**src/rtl/cozy_bus_arbiter_if.sv**
```systemverilog
// Shared bus bundle between the two cozy bus masters, the arbiter and the address decode.
// The arbiter uses the slave view; the master view is the masters' and decoder's side.
interface cozy_bus_arbiter_if #(
    parameter int AW = 16,
    parameter int DW = 16
);
    logic            m0_req;
    logic            m0_lock;
    logic [AW-1:0]   m0_addr;
    logic [DW/8-1:0] m0_bwe;
    logic [DW-1:0]   m0_wdata;
    logic            m0_gnt;
    logic            m0_rvalid;

    logic            m1_req;
    logic            m1_lock;
    logic [AW-1:0]   m1_addr;
    logic [DW/8-1:0] m1_bwe;
    logic [DW-1:0]   m1_wdata;
    logic            m1_gnt;
    logic            m1_rvalid;

    logic [AW-1:0]   bus_addr;
    logic [DW/8-1:0] bus_bwe;
    logic [DW-1:0]   bus_wdata;
    logic [DW-1:0]   bus_rdata;
    logic [DW-1:0]   m_rdata;

    modport master (
        output m0_req, m0_lock, m0_addr, m0_bwe, m0_wdata,
        output m1_req, m1_lock, m1_addr, m1_bwe, m1_wdata,
        output bus_rdata,
        input  m0_gnt, m0_rvalid, m1_gnt, m1_rvalid,
        input  bus_addr, bus_bwe, bus_wdata, m_rdata
    );

    modport slave (
        input  m0_req, m0_lock, m0_addr, m0_bwe, m0_wdata,
        input  m1_req, m1_lock, m1_addr, m1_bwe, m1_wdata,
        input  bus_rdata,
        output m0_gnt, m0_rvalid, m1_gnt, m1_rvalid,
        output bus_addr, bus_bwe, bus_wdata, m_rdata
    );
endinterface

```
**src/rtl/cozy_bus_arbiter.sv**
```systemverilog
// Two-master round-robin arbiter for the cozy memory bus, with bounded lock bursts.
// Bus outputs are zero unless the owner is actively transferring.
module cozy_bus_arbiter #(
    parameter int AW       = 16,
    parameter int DW       = 16,
    parameter int MAX_HOLD = 8
) (
    input  logic               clk,
    input  logic               reset,
    cozy_bus_arbiter_if.slave  bus
);
    localparam int BW = DW / 8;
    localparam int HW = $clog2(MAX_HOLD + 1);

    typedef enum logic [1:0] {IDLE, OWN0, OWN1} state_t;

    state_t          state, state_nxt, other_st;
    logic            last;
    logic [HW-1:0]   hold_cnt, hold_nxt;
    logic            rvalid0, rvalid1;
    logic            xfer0, xfer1, xfer;
    logic            own_req, own_lock, oth_req;
    logic [AW-1:0]   addr_mux;
    logic [BW-1:0]   bwe_mux;
    logic [DW-1:0]   wdata_mux;

    function automatic logic [HW-1:0] sat_inc(input logic [HW-1:0] v);
        if (v >= HW'(MAX_HOLD))
            return HW'(MAX_HOLD);
        return v + 1'b1;
    endfunction

    assign xfer0    = (state == OWN0) && bus.m0_req;
    assign xfer1    = (state == OWN1) && bus.m1_req;
    assign xfer     = xfer0 || xfer1;
    assign own_req  = (state == OWN0) ? bus.m0_req  : bus.m1_req;
    assign own_lock = (state == OWN0) ? bus.m0_lock : bus.m1_lock;
    assign oth_req  = (state == OWN0) ? bus.m1_req  : bus.m0_req;
    assign other_st = (state == OWN0) ? OWN1 : OWN0;

    // The hold comparison uses >= so a counter saturated during an
    // uncontended lock still yields the bus as soon as a waiter appears.
    always_comb begin
        state_nxt = state;
        case (state)
            IDLE: begin
                if (bus.m0_req && bus.m1_req)
                    state_nxt = last ? OWN0 : OWN1;
                else if (bus.m0_req)
                    state_nxt = OWN0;
                else if (bus.m1_req)
                    state_nxt = OWN1;
            end
            default: begin
                if (!own_req)
                    state_nxt = oth_req ? other_st : IDLE;
                else if (oth_req && (!own_lock || hold_cnt >= HW'(MAX_HOLD - 1)))
                    state_nxt = other_st;
            end
        endcase
    end

    assign hold_nxt = (xfer && own_lock && state_nxt == state) ? sat_inc(hold_cnt) : '0;

    always_comb begin
        addr_mux  = '0;
        bwe_mux   = '0;
        wdata_mux = '0;
        if (xfer0) begin
            addr_mux  = bus.m0_addr;
            bwe_mux   = bus.m0_bwe;
            wdata_mux = bus.m0_wdata;
        end else if (xfer1) begin
            addr_mux  = bus.m1_addr;
            bwe_mux   = bus.m1_bwe;
            wdata_mux = bus.m1_wdata;
        end
    end

    // Registered stage: ownership, fairness history, hold counter, read-valid
    always_ff @(posedge clk or posedge reset) begin
        if (reset) begin
            state    <= IDLE;
            last     <= 1'b1;
            hold_cnt <= '0;
            rvalid0  <= 1'b0;
            rvalid1  <= 1'b0;
        end else begin
            state    <= state_nxt;
            hold_cnt <= hold_nxt;
            if (xfer0)
                last <= 1'b0;
            else if (xfer1)
                last <= 1'b1;
            rvalid0  <= xfer0 && (bus.m0_bwe == '0);
            rvalid1  <= xfer1 && (bus.m1_bwe == '0);
        end
    end

    assign bus.m0_gnt    = (state == OWN0);
    assign bus.m1_gnt    = (state == OWN1);
    assign bus.m0_rvalid = rvalid0;
    assign bus.m1_rvalid = rvalid1;
    assign bus.bus_addr  = addr_mux;
    assign bus.bus_bwe   = bwe_mux;
    assign bus.bus_wdata = wdata_mux;
    assign bus.m_rdata   = bus.bus_rdata;
endmodule
```
**src/flat_wrapper.sv**
```systemverilog
// flat-port wrapper written by rule: the top's interface ports become plain ports
module cozy_bus_arbiter_flat 
#(
    parameter int AW       = 16,
    parameter int DW       = 16,
    parameter int MAX_HOLD = 8
)
  (clk, reset, bus_m0_req, bus_m0_lock, bus_m0_addr, bus_m0_bwe, bus_m0_wdata, bus_m1_req, bus_m1_lock, bus_m1_addr, bus_m1_bwe, bus_m1_wdata, bus_bus_rdata, bus_m0_gnt, bus_m0_rvalid, bus_m1_gnt, bus_m1_rvalid, bus_bus_addr, bus_bus_bwe, bus_bus_wdata, bus_m_rdata);
  cozy_bus_arbiter_if #(.AW(AW), .DW(DW)) bus_i ();
  input  logic clk;
  input  logic reset;
  input wire logic [$bits(bus_i.m0_req)-1:0] bus_m0_req;
  input wire logic [$bits(bus_i.m0_lock)-1:0] bus_m0_lock;
  input wire logic [$bits(bus_i.m0_addr)-1:0] bus_m0_addr;
  input wire logic [$bits(bus_i.m0_bwe)-1:0] bus_m0_bwe;
  input wire logic [$bits(bus_i.m0_wdata)-1:0] bus_m0_wdata;
  input wire logic [$bits(bus_i.m1_req)-1:0] bus_m1_req;
  input wire logic [$bits(bus_i.m1_lock)-1:0] bus_m1_lock;
  input wire logic [$bits(bus_i.m1_addr)-1:0] bus_m1_addr;
  input wire logic [$bits(bus_i.m1_bwe)-1:0] bus_m1_bwe;
  input wire logic [$bits(bus_i.m1_wdata)-1:0] bus_m1_wdata;
  input wire logic [$bits(bus_i.bus_rdata)-1:0] bus_bus_rdata;
  output wire logic [$bits(bus_i.m0_gnt)-1:0] bus_m0_gnt;
  output wire logic [$bits(bus_i.m0_rvalid)-1:0] bus_m0_rvalid;
  output wire logic [$bits(bus_i.m1_gnt)-1:0] bus_m1_gnt;
  output wire logic [$bits(bus_i.m1_rvalid)-1:0] bus_m1_rvalid;
  output wire logic [$bits(bus_i.bus_addr)-1:0] bus_bus_addr;
  output wire logic [$bits(bus_i.bus_bwe)-1:0] bus_bus_bwe;
  output wire logic [$bits(bus_i.bus_wdata)-1:0] bus_bus_wdata;
  output wire logic [$bits(bus_i.m_rdata)-1:0] bus_m_rdata;
  assign bus_i.m0_req = bus_m0_req;
  assign bus_i.m0_lock = bus_m0_lock;
  assign bus_i.m0_addr = bus_m0_addr;
  assign bus_i.m0_bwe = bus_m0_bwe;
  assign bus_i.m0_wdata = bus_m0_wdata;
  assign bus_i.m1_req = bus_m1_req;
  assign bus_i.m1_lock = bus_m1_lock;
  assign bus_i.m1_addr = bus_m1_addr;
  assign bus_i.m1_bwe = bus_m1_bwe;
  assign bus_i.m1_wdata = bus_m1_wdata;
  assign bus_i.bus_rdata = bus_bus_rdata;
  assign bus_m0_gnt = bus_i.m0_gnt;
  assign bus_m0_rvalid = bus_i.m0_rvalid;
  assign bus_m1_gnt = bus_i.m1_gnt;
  assign bus_m1_rvalid = bus_i.m1_rvalid;
  assign bus_bus_addr = bus_i.bus_addr;
  assign bus_bus_bwe = bus_i.bus_bwe;
  assign bus_bus_wdata = bus_i.bus_wdata;
  assign bus_m_rdata = bus_i.m_rdata;
  cozy_bus_arbiter #(.AW(AW), .DW(DW), .MAX_HOLD(MAX_HOLD)) u_core (.clk(clk), .reset(reset), .bus(bus_i));
endmodule
```
**config.mk**
```make
export PLATFORM = sky130hd
export DESIGN_NAME = cozy_bus_arbiter_flat
export DESIGN_NICKNAME = d
export VERILOG_FILES = /design/src/rtl/cozy_bus_arbiter_if.sv /design/src/rtl/cozy_bus_arbiter.sv /design/src/flat_wrapper.sv
export SDC_FILE = /design/constraint.sdc
export NUM_CORES = 1
export LEC_CHECK = 0
export ABC_AREA = 1
export CAP_MARGIN = 40
export CORE_UTILIZATION = 21
export CTS_CLUSTER_DIAMETER = 50
export DETAILED_ROUTE_END_ITERATION = 10
export HOLD_SLACK_MARGIN = 0.1
export PLACE_DENSITY = 0.84
export RECOVER_POWER = 100
export SETUP_SLACK_MARGIN = 0.3
export SLEW_MARGIN = 20
export SYNTH_ARGS = -nofsm -noshare
export SYNTH_HDL_FRONTEND = slang
export SYNTH_SLANG_ARGS = --single-unit
```
**constraint.sdc**
```tcl
create_clock -name clk -period 1.5 [get_ports clk]
set_clock_uncertainty 0.05 [all_clocks]
set_input_delay 0.225 -clock clk [delete_from_list [all_inputs] [get_ports clk]]
set_output_delay 0.225 -clock clk [all_outputs]
set_load 0.005 [all_outputs]
```
# [Yosys cells after proc, flatten, opt, wreduce, memory -nomap -nowiden]
# Cells that the tools add are included.
[classes] n_addsub=1 n_lt_le_gt_ge=2 eq_ne=3 muxes=24 reduce_logical=15
[op_table] op="$mux W16" count=4
[op_table] op="$mux W2" count=11
[op_table] op="$mux W4" count=3
[op_table] op="$logic_and A1 B1 Y1" count=8
[op_table] op="$logic_not A2 Y1" count=3
[op_table] op="$mux W1" count=6
[op_table] op="$add A4 B1 Y4 const B" count=1
[op_table] op="$ge A4 B3 Y1 const B" count=1
[op_table] op="$ge A4 B4 Y1 const B" count=1
[op_table] op="$eq A2 B1 Y1 const B" count=1
[op_table] op="$eq A2 B2 Y1" count=1
[op_table] op="$eq A2 B2 Y1 const B" count=1
[op_table] op="$logic_or A1 B1 Y1" count=2
[op_table] op="$reduce_bool A2 Y1" count=1
[op_table] op="$logic_not A1 Y1" count=1
[word_totals] register_bits=9 inputBits=90 output_inout_bits=54 elab_cells=50

# [Depth between registers and ports, before layout]
# Gate-level depths: netlist of run 1.
[depth] depth_word=11 depth_mapped=13 mapped_depth_nobuf=13

# [Worst setup path after synthesis of run 1]
# OpenSTA, ideal clock, no wires.
[synth_timing] path_type="register -> output" from="reg u_core.state[1]" to="out bus_bus_addr[10]" t_arrival_ns=1.220 required_time_ns=1.225 setup_slack_ns=0.005 stages_incl_launch_ff=6 path_buffers=1 cell_sequence="dfrtp_1 inv_1 nand2_2 nor2_4 clkbuf_1 a22o_1"
[synth_via] elab_chain_len=4 elab_cells_between_ends=6 cone_classes="2 x eq/ne; 2 x mux; 2 x reduce/logical"
[synth_lines] item="start: declaration" line_no="cozy_bus_arbiter.sv:17" rtl="state_t state, state_nxt, other_st;"
[synth_lines] item="start signal: assignment" line_no="cozy_bus_arbiter.sv:89" rtl="state <= state_nxt;"
[synth_lines] item="$eq A2 B2 Y1" line_no="cozy_bus_arbiter.sv:34" rtl="assign xfer1 = (state == OWN1) && bus.m1_req;"
[synth_lines] item="$logic_and A1 B1 Y1" line_no="cozy_bus_arbiter.sv:34"
[synth_lines] item="$mux W16" line_no="cozy_bus_arbiter.sv:73" rtl="end else if (xfer1) begin"
[synth_lines] item="$mux W16 (*)" line_no="cozy_bus_arbiter.sv:69" rtl="if (xfer0) begin"
[synth_lines] item="end: declaration" line_no="flat_wrapper.sv:27" rtl="output wire logic [$bits(bus_i.bus_addr)-1:0] bus_bus_addr;"
# Mark *: on every way between the ends. The rest lies on a longest branch, timed or not.

# [Worst setup path in the final report of run 1]
[layout_timing] from="reg u_core.state[1]" to="out bus_bus_addr[13]"
# The elaborated chain is that of the path after synthesis.

==> reports/metrics.yaml, run 1 <==
grt.total_usage: 0.188
cts_buffers: 3
cp_max_fo: 5
worstSetupPathType: "reg2out"
crit_buf_inv: 6
path_depth: 9
p_per_area_mw_per_mm2: 1270
layout_commonest_cell: "clkdlybuf4s50_1"
start_util: 0.223
syn_inst: 130
drive_gt1_frac: 0.452
cpPeakStageDelay_ns: 0.40
maxSlewHeadroom: 0.757
startpoint_type: "flip-flop"
gp_congestion: 0.831
grt_setup_unrepaired: "yes"
cts_root_buf: "clkbuf_8"
stdcell_area_mm2: 0.00265
p_leak_uw: 0.00130
fin_ws_ns: -0.412
path_delay_family: "buffers and inverters"
dp_slack_ns: -0.553
max-vdd-ir-drop_uv: 515
outcome: "finished, violations left"
htreeDepth: 1
clk_pin_slew_worst_paths_ns: 0.05
fin_crit_ns: 1.91
ys_types: 22
wl_per_cell_um: 15.3
layout.nets: 363
cts_sinks: 9
vias_per_cell: 4.72
area_delta_synth_final_pct: 169
grt_pass1_vias: 1537
yosysWarnings: 0
overflow: 0
violations: "setup timing"
critPathArrivalTime_ns: 1.64
cts_buffer_depth: 2
hold_viol: 0
ys_seq_area_frac: 0.231
setup_violations: 43
drt_iter0_markers: 29
fmax_mhz: 523
ant_nets: 0
io_buffers: 111
synth_area_per_cell_um2: 7.56
tightest_slew_ns: 0.365
power.total_uw: 3360
crit_chain: "inv_2 > buf_6 > nor2_4 > nand2_4 > clkinv_4 > buf_12 > buf_16 > a22o_1 > buf_2"
ios: 144
drcViolationCount: 0
drt-total-wl_mm: 4.93
netlist_area_um2: 982
ff2ff_path_depth: 14
fp-row-count: 24
grt_max_degree: 10
dpl.hpwl_mm: 3.22
design.core.area_mm2: 0.00441
ys_ff_latch: 9
antenna_cells: 0
cts_tree: "yes"
worstPathRequired_ns: 1.22
clock_latency_ns: 0.24
critical_path.endpoint: "bus_bus_addr[13]"
die_h_um: 70.4
min_path_type: "in2async"
antenna_found_initial: 0
crit_slowest_cell: "dfrtp_1"
placed_area_mm2: 0.00222
slew_violations: 0
final_cells: 322
cts-hold-fix-buffers: 0
rrSetupSlack_ns: -0.28
layout_common_cells: "clkdlybuf4s50_1, buf_2, a22o_1"
cap_viol_max_count: 0
reg2reg_to: "u_core.hold_cnt[2]$_DFF_PP0_"
firstDrtPassIters: 4
num_vias: 1521
syn_nets: 222
startpoint: "u_core.state[1]$_DFF_PP0_"
place_inst: 292
fin_crit_sh: 1.27
cp-end-kind: "output port"
die_w_um: 70.4
r2r-start: "u_core.state[1]$_DFF_PP0_"
grt_first_pass_wirelength_mm: 7.36
die-area_mm2: 0.00495
[cells in the mapped netlist, drive strengths merged]
library cell / count / area, um2
a31oi: 1 / 6.26
nand3: 6 / 40.0
a21boi: 1 / 7.51
dfstp: 1 / 26.3
inv: 13 / 48.8
nand2: 28 / 115
buf: 21 / 145
dfrtp: 8 / 200
clkinv: 1 / 3.75
a21oi: 2 / 10.0
o21ai: 2 / 10.0
ha: 2 / 25.0
a22o: 33 / 289
clkbuf: 1 / 3.75
nor2: 7 / 33.8
nor3: 2 / 10.0
o211ai: 1 / 7.51
[flip-flops by register name, summed over array words and instances, names as in the netlist]
| signal | flops |
|---|---|
| u_core.bus.m0_rvalid | 1 |
| u_core.last | 1 |
| u_core.hold_cnt | 4 |
| u_core.state | 2 |
| u_core.bus.m1_rvalid | 1 |
[worst register-to-register path, cell delays in order, from the launching register on]
cell and delay [ns]:
dfrtp_1 0.40, inv_2 0.12, nand2_4 0.09, nor2_4 0.14, buf_12 0.13, buf_12 0.11
buf_16 0.11, buf_6 0.10, inv_4 0.04, nand2_4 0.07, nand2_4 0.06, nand2_4 0.07
nand2_4 0.05, nand3_4 0.09, nor2_4 0.04
[cells by family (layout without fill, tap and decap cells)]
family / count (synthesis) / in the layout / synth area share
adder cells (fa/ha/maj): 2 / 2 / 0.0255
buffers and inverters: 36 / 176 / 0.205
AO/OA/AOI/OAI: 40 / 40 / 0.336
flip-flops: 9 / 9 / 0.231
AND/OR/NAND/NOR: 43 / 43 / 0.203
[metal layers]
layer  vias up  wire [um]  global-route usage
met5         -          0                   0
met4         0        147              0.0844
met3        12        450              0.0433
met2       104       2610               0.352
met1       679       1730               0.196
li1        726          -                   -
[power breakdown]
| part | switching [uW] | total (uW) | internal (uW) |
|---|---|---|---|
| sequential | 54.1 | 367 | 313 |
| combinational | 1100 | 2700 | 1600 |
| clock | 101 | 287 | 186 |
[final cells by class]
cell class,count,area (um2)
fill,406,1770
inverter,14,65.1
timing repair buffer,158,1570
sequential,9,228
multi-input combinational,85,676
tap,52,65.1
clock buffer,4,45.0
[stage by stage]
step                setup TNS [ns]   util  hold slack, ns
floorplan                        0      -         0.00220
global placement            -18.23  0.503           0.400
detailed placement          -18.95  0.503           0.400
CTS                         -12.84  0.584           0.218
global route                -15.73  0.599           0.390
finish                      -13.85  0.599           0.344
[how the worst min path moves through the flow]
stage	to	start
2_1_floorplan	u_core.bus.m0_rvalid$_DFF_PP0_	reset
4_1_cts	u_core.state[1]$_DFF_PP0_	reset
3_3_place_gp	bus_m_rdata[0]	bus_bus_rdata[0]
5_1_grt	u_core.state[1]$_DFF_PP0_	reset
6_report	u_core.state[1]$_DFF_PP0_	reset
3_5_place_dp	bus_m_rdata[0]	bus_bus_rdata[0]
[what timing repair did]
action                     4_1_cts  5_1_grt
pin swaps                       16       16
buffers inserted                17        3
gates resized for setup        177       28
gates cloned                     6        0
setup endpoints to repair       46       45
No activity file was read; power rests on OpenSTA's default activity.
==> run 2: changes to the inputs <==
--- a/config.mk
+++ b/config.mk
@@ -6,7 +6,7 @@
 export NUM_CORES = 1
 export LEC_CHECK = 0
 export ABC_AREA = 1
-export CAP_MARGIN = 40
+export CAP_MARGIN = 30
 export CORE_UTILIZATION = 21
 export CTS_CLUSTER_DIAMETER = 50
 export DETAILED_ROUTE_END_ITERATION = 10
==> results of run 2 <==
The final DEF is identical to that of run 1; final timing and power are the same.
==> run 3: changes to the inputs <==
--- a/config.mk
+++ b/config.mk
@@ -7,11 +7,12 @@
 export LEC_CHECK = 0
 export ABC_AREA = 1
 export CAP_MARGIN = 30
-export CORE_UTILIZATION = 21
+export CORE_UTILIZATION = 24
+export CTS_BUF_LIST = sky130_fd_sc_hd__clkbuf_16
 export CTS_CLUSTER_DIAMETER = 50
 export DETAILED_ROUTE_END_ITERATION = 10
 export HOLD_SLACK_MARGIN = 0.1
-export PLACE_DENSITY = 0.84
+export PLACE_DENSITY = 0.82
 export RECOVER_POWER = 100
 export SETUP_SLACK_MARGIN = 0.3
 export SLEW_MARGIN = 20
==> constraint.sdc (replaced) <==
create_clock -name clk -period 1.92 [get_ports clk]
set_clock_uncertainty 0.05 [all_clocks]
set_input_delay 0.288 -clock clk [delete_from_list [all_inputs] [get_ports clk]]
set_output_delay 0.288 -clock clk [all_outputs]
set_load 0.005 [all_outputs]
==> run 3 against run 2 <==
Against the previous run: the flow now finishes without violations; clock-buffer cell count down 1; design area fell by 11%; via count decreased by 5.8%; final cell count fell by 6.5%; critical path depth down 1; hold slack improved by 0.067 ns; routed wire length down 7.4%; combinational power is 39% lower; sequential power decreased by 25%; clock power is 28% higher; sequential share of layout area is 1.0 points higher.
==> reports/metrics.yaml, run 3 (same netlist as run 1, synthesis figures left out) <==
crit_buf_inv: 5
drt-total-wl_mm: 4.57
crit_chain: "buf_6 > nand2_4 > nor2_4 > buf_6 > buf_12 > buf_16 > a22o_1 > buf_2"
p_per_area_mw_per_mm2: 972
cts_sinks: 9
cts_root_buf: "clkbuf_16"
die-area_mm2: 0.00435
worstPathRequired_ns: 1.58
ff_latch_area_um2: 226
min_path_type: "in2async"
grt.total_usage: 0.197
cts_buffer_depth: 2
overflow: 0
antenna_found_initial: 0
gp_congestion: 0.775
num_vias: 1433
cp_max_fo: 8
start_util: 0.259
cts_tree: "yes"
crit_top_cell: "buf_6"
fin_crit_sh: 0.995
dpl.hpwl_mm: 3.21
startpoint_type: "flip-flop"
largest_register_ff_count: 4
nFillCells: 325
grt_pass1_vias: 1405
crit_slowest_cell: "dfrtp_1"
grt_max_degree: 10
antenna_cells: 0
stdcell_area_mm2: 0.00236
path_delay_family: "buffers and inverters"
grt_first_pass_wirelength_mm: 6.37
max-vdd-ir-drop_uv: 579
outcome: "finished clean"
cap_viol_max_count: 0
cp-end-kind: "output port"
slew_violations: 0
layout.nets: 346
maxSlewHeadroom: 0.765
critPathArrivalTime_ns: 1.57
vias_per_cell: 4.76
die_h_um: 66.0
wl_per_cell_um: 15.2
htreeDepth: 1
worstSetupPathType: "reg2out"
ios: 144
firstDrtPassIters: 4
power.total_uw: 2290
multi_input_area_um2: 632
reg_top3: "u_core.hold_cnt: 4 flops, u_core.state: 2 flops"
dp_slack_ns: -0.273
ff2ff_path_depth: 15
fp-row-count: 22
drcViolationCount: 0
die_w_um: 66.0
layout_commonest_cell: "clkdlybuf4s50_1"
cts_buffers: 3
tightest_slew_ns: 0.352
regMostFlops: "u_core.hold_cnt"
fin_crit_ns: 1.91
layout_common_cells: "clkdlybuf4s50_1, a22o_1, buf_2"
design.core.area_mm2: 0.00380
setup_violations: 0
area_delta_synth_final_pct: 140
io_buffers: 111
drt_iter0_markers: 11
finalCoreUtilization: 0.621
cpPeakStageDelay_ns: 0.39
placed_area_mm2: 0.00212
clk_pin_slew_worst_paths_ns: 0.04
path_depth: 8
fmax_mhz: 523
fin_ws_ns: 0.00904
ant_nets: 0
hold_viol: 0
grt_setup_unrepaired: "yes"
p_leak_uw: 0.00116
drive_gt1_frac: 0.356
clock_latency_ns: 0.23
[run 3: cell count changes in the layout (fill, tap and decap cells not counted), moves of 4 or more]
cell	change
nand2_2	-4
buf_12	-5
nand2_1	+7
buf_6	-9
buf_2	-5
[run 3: per-stage QoR]
| step | TNS [ns] | hold WS (ns) | instances |
|---|---|---|---|
| floorplan | 0 | 0.0652 | 130 |
| global placement | -7.79 | 0.410 | 281 |
| detailed placement | -8.32 | 0.424 | 281 |
| CTS | 0 | 0.291 | 299 |
| global route | -0.274 | 0.428 | 301 |
| finish | 0 | 0.412 | 301 |
[run 3: final cells by class]
| class | count | area share |
|---|---|---|
| Clock buffer | 3 | 0.0318 |
| Clock inverter | 1 | 0.00159 |
| Inverter | 14 | 0.0265 |
| Multi-Input combinational cell | 85 | 0.268 |
| Sequential cell | 9 | 0.0960 |
| Tap cell | 48 | 0.0255 |
| Timing Repair Buffer | 141 | 0.551 |
[run 3: worst paths after layout]
path	from	end	slack (ns)
min in group clk	u_core.last$_DFFE_PP1N_	u_core.last$_DFFE_PP1N_	0.43
worst min register to register	u_core.last$_DFFE_PP1N_	u_core.last$_DFFE_PP1N_	0.43
worst min-delay path	reset	u_core.hold_cnt[1]$_DFF_PP0_	0.41
max in group asynchronous	reset	u_core.last$_DFFE_PP1N_	1.11
worst max-delay path	u_core.state[0]$_DFF_PP0_	bus_bus_addr[14]	0.009
worst max register to register	u_core.state[1]$_DFF_PP0_	u_core.hold_cnt[0]$_DFF_PP0_	0.16
[run 3: repair_timing]
action	4_1_cts	5_1_grt
buffers inserted	9	2
gates resized for setup	145	23
hold buffers	0	0
gates cloned	5	0
setup endpoints to repair	39	40
endpoints found under the hold margin	0	0
pin swaps	4	6
[run 3: layer usage]
layer  track usage  wire, um
met1         0.201      1570
met4        0.0638        66
met3        0.0345       406
met2         0.394      2520
met5             0         0
[run 3: where the power goes]
part	switching [uW]	total [uW]	leakage, uW	internal (uW)
Sequential	34.1	277	0.000118	243
Clock	93.2	366	0.0000423	272
Combinational	724	1650	0.00100	927
Total	852	2290	0.00116	1440
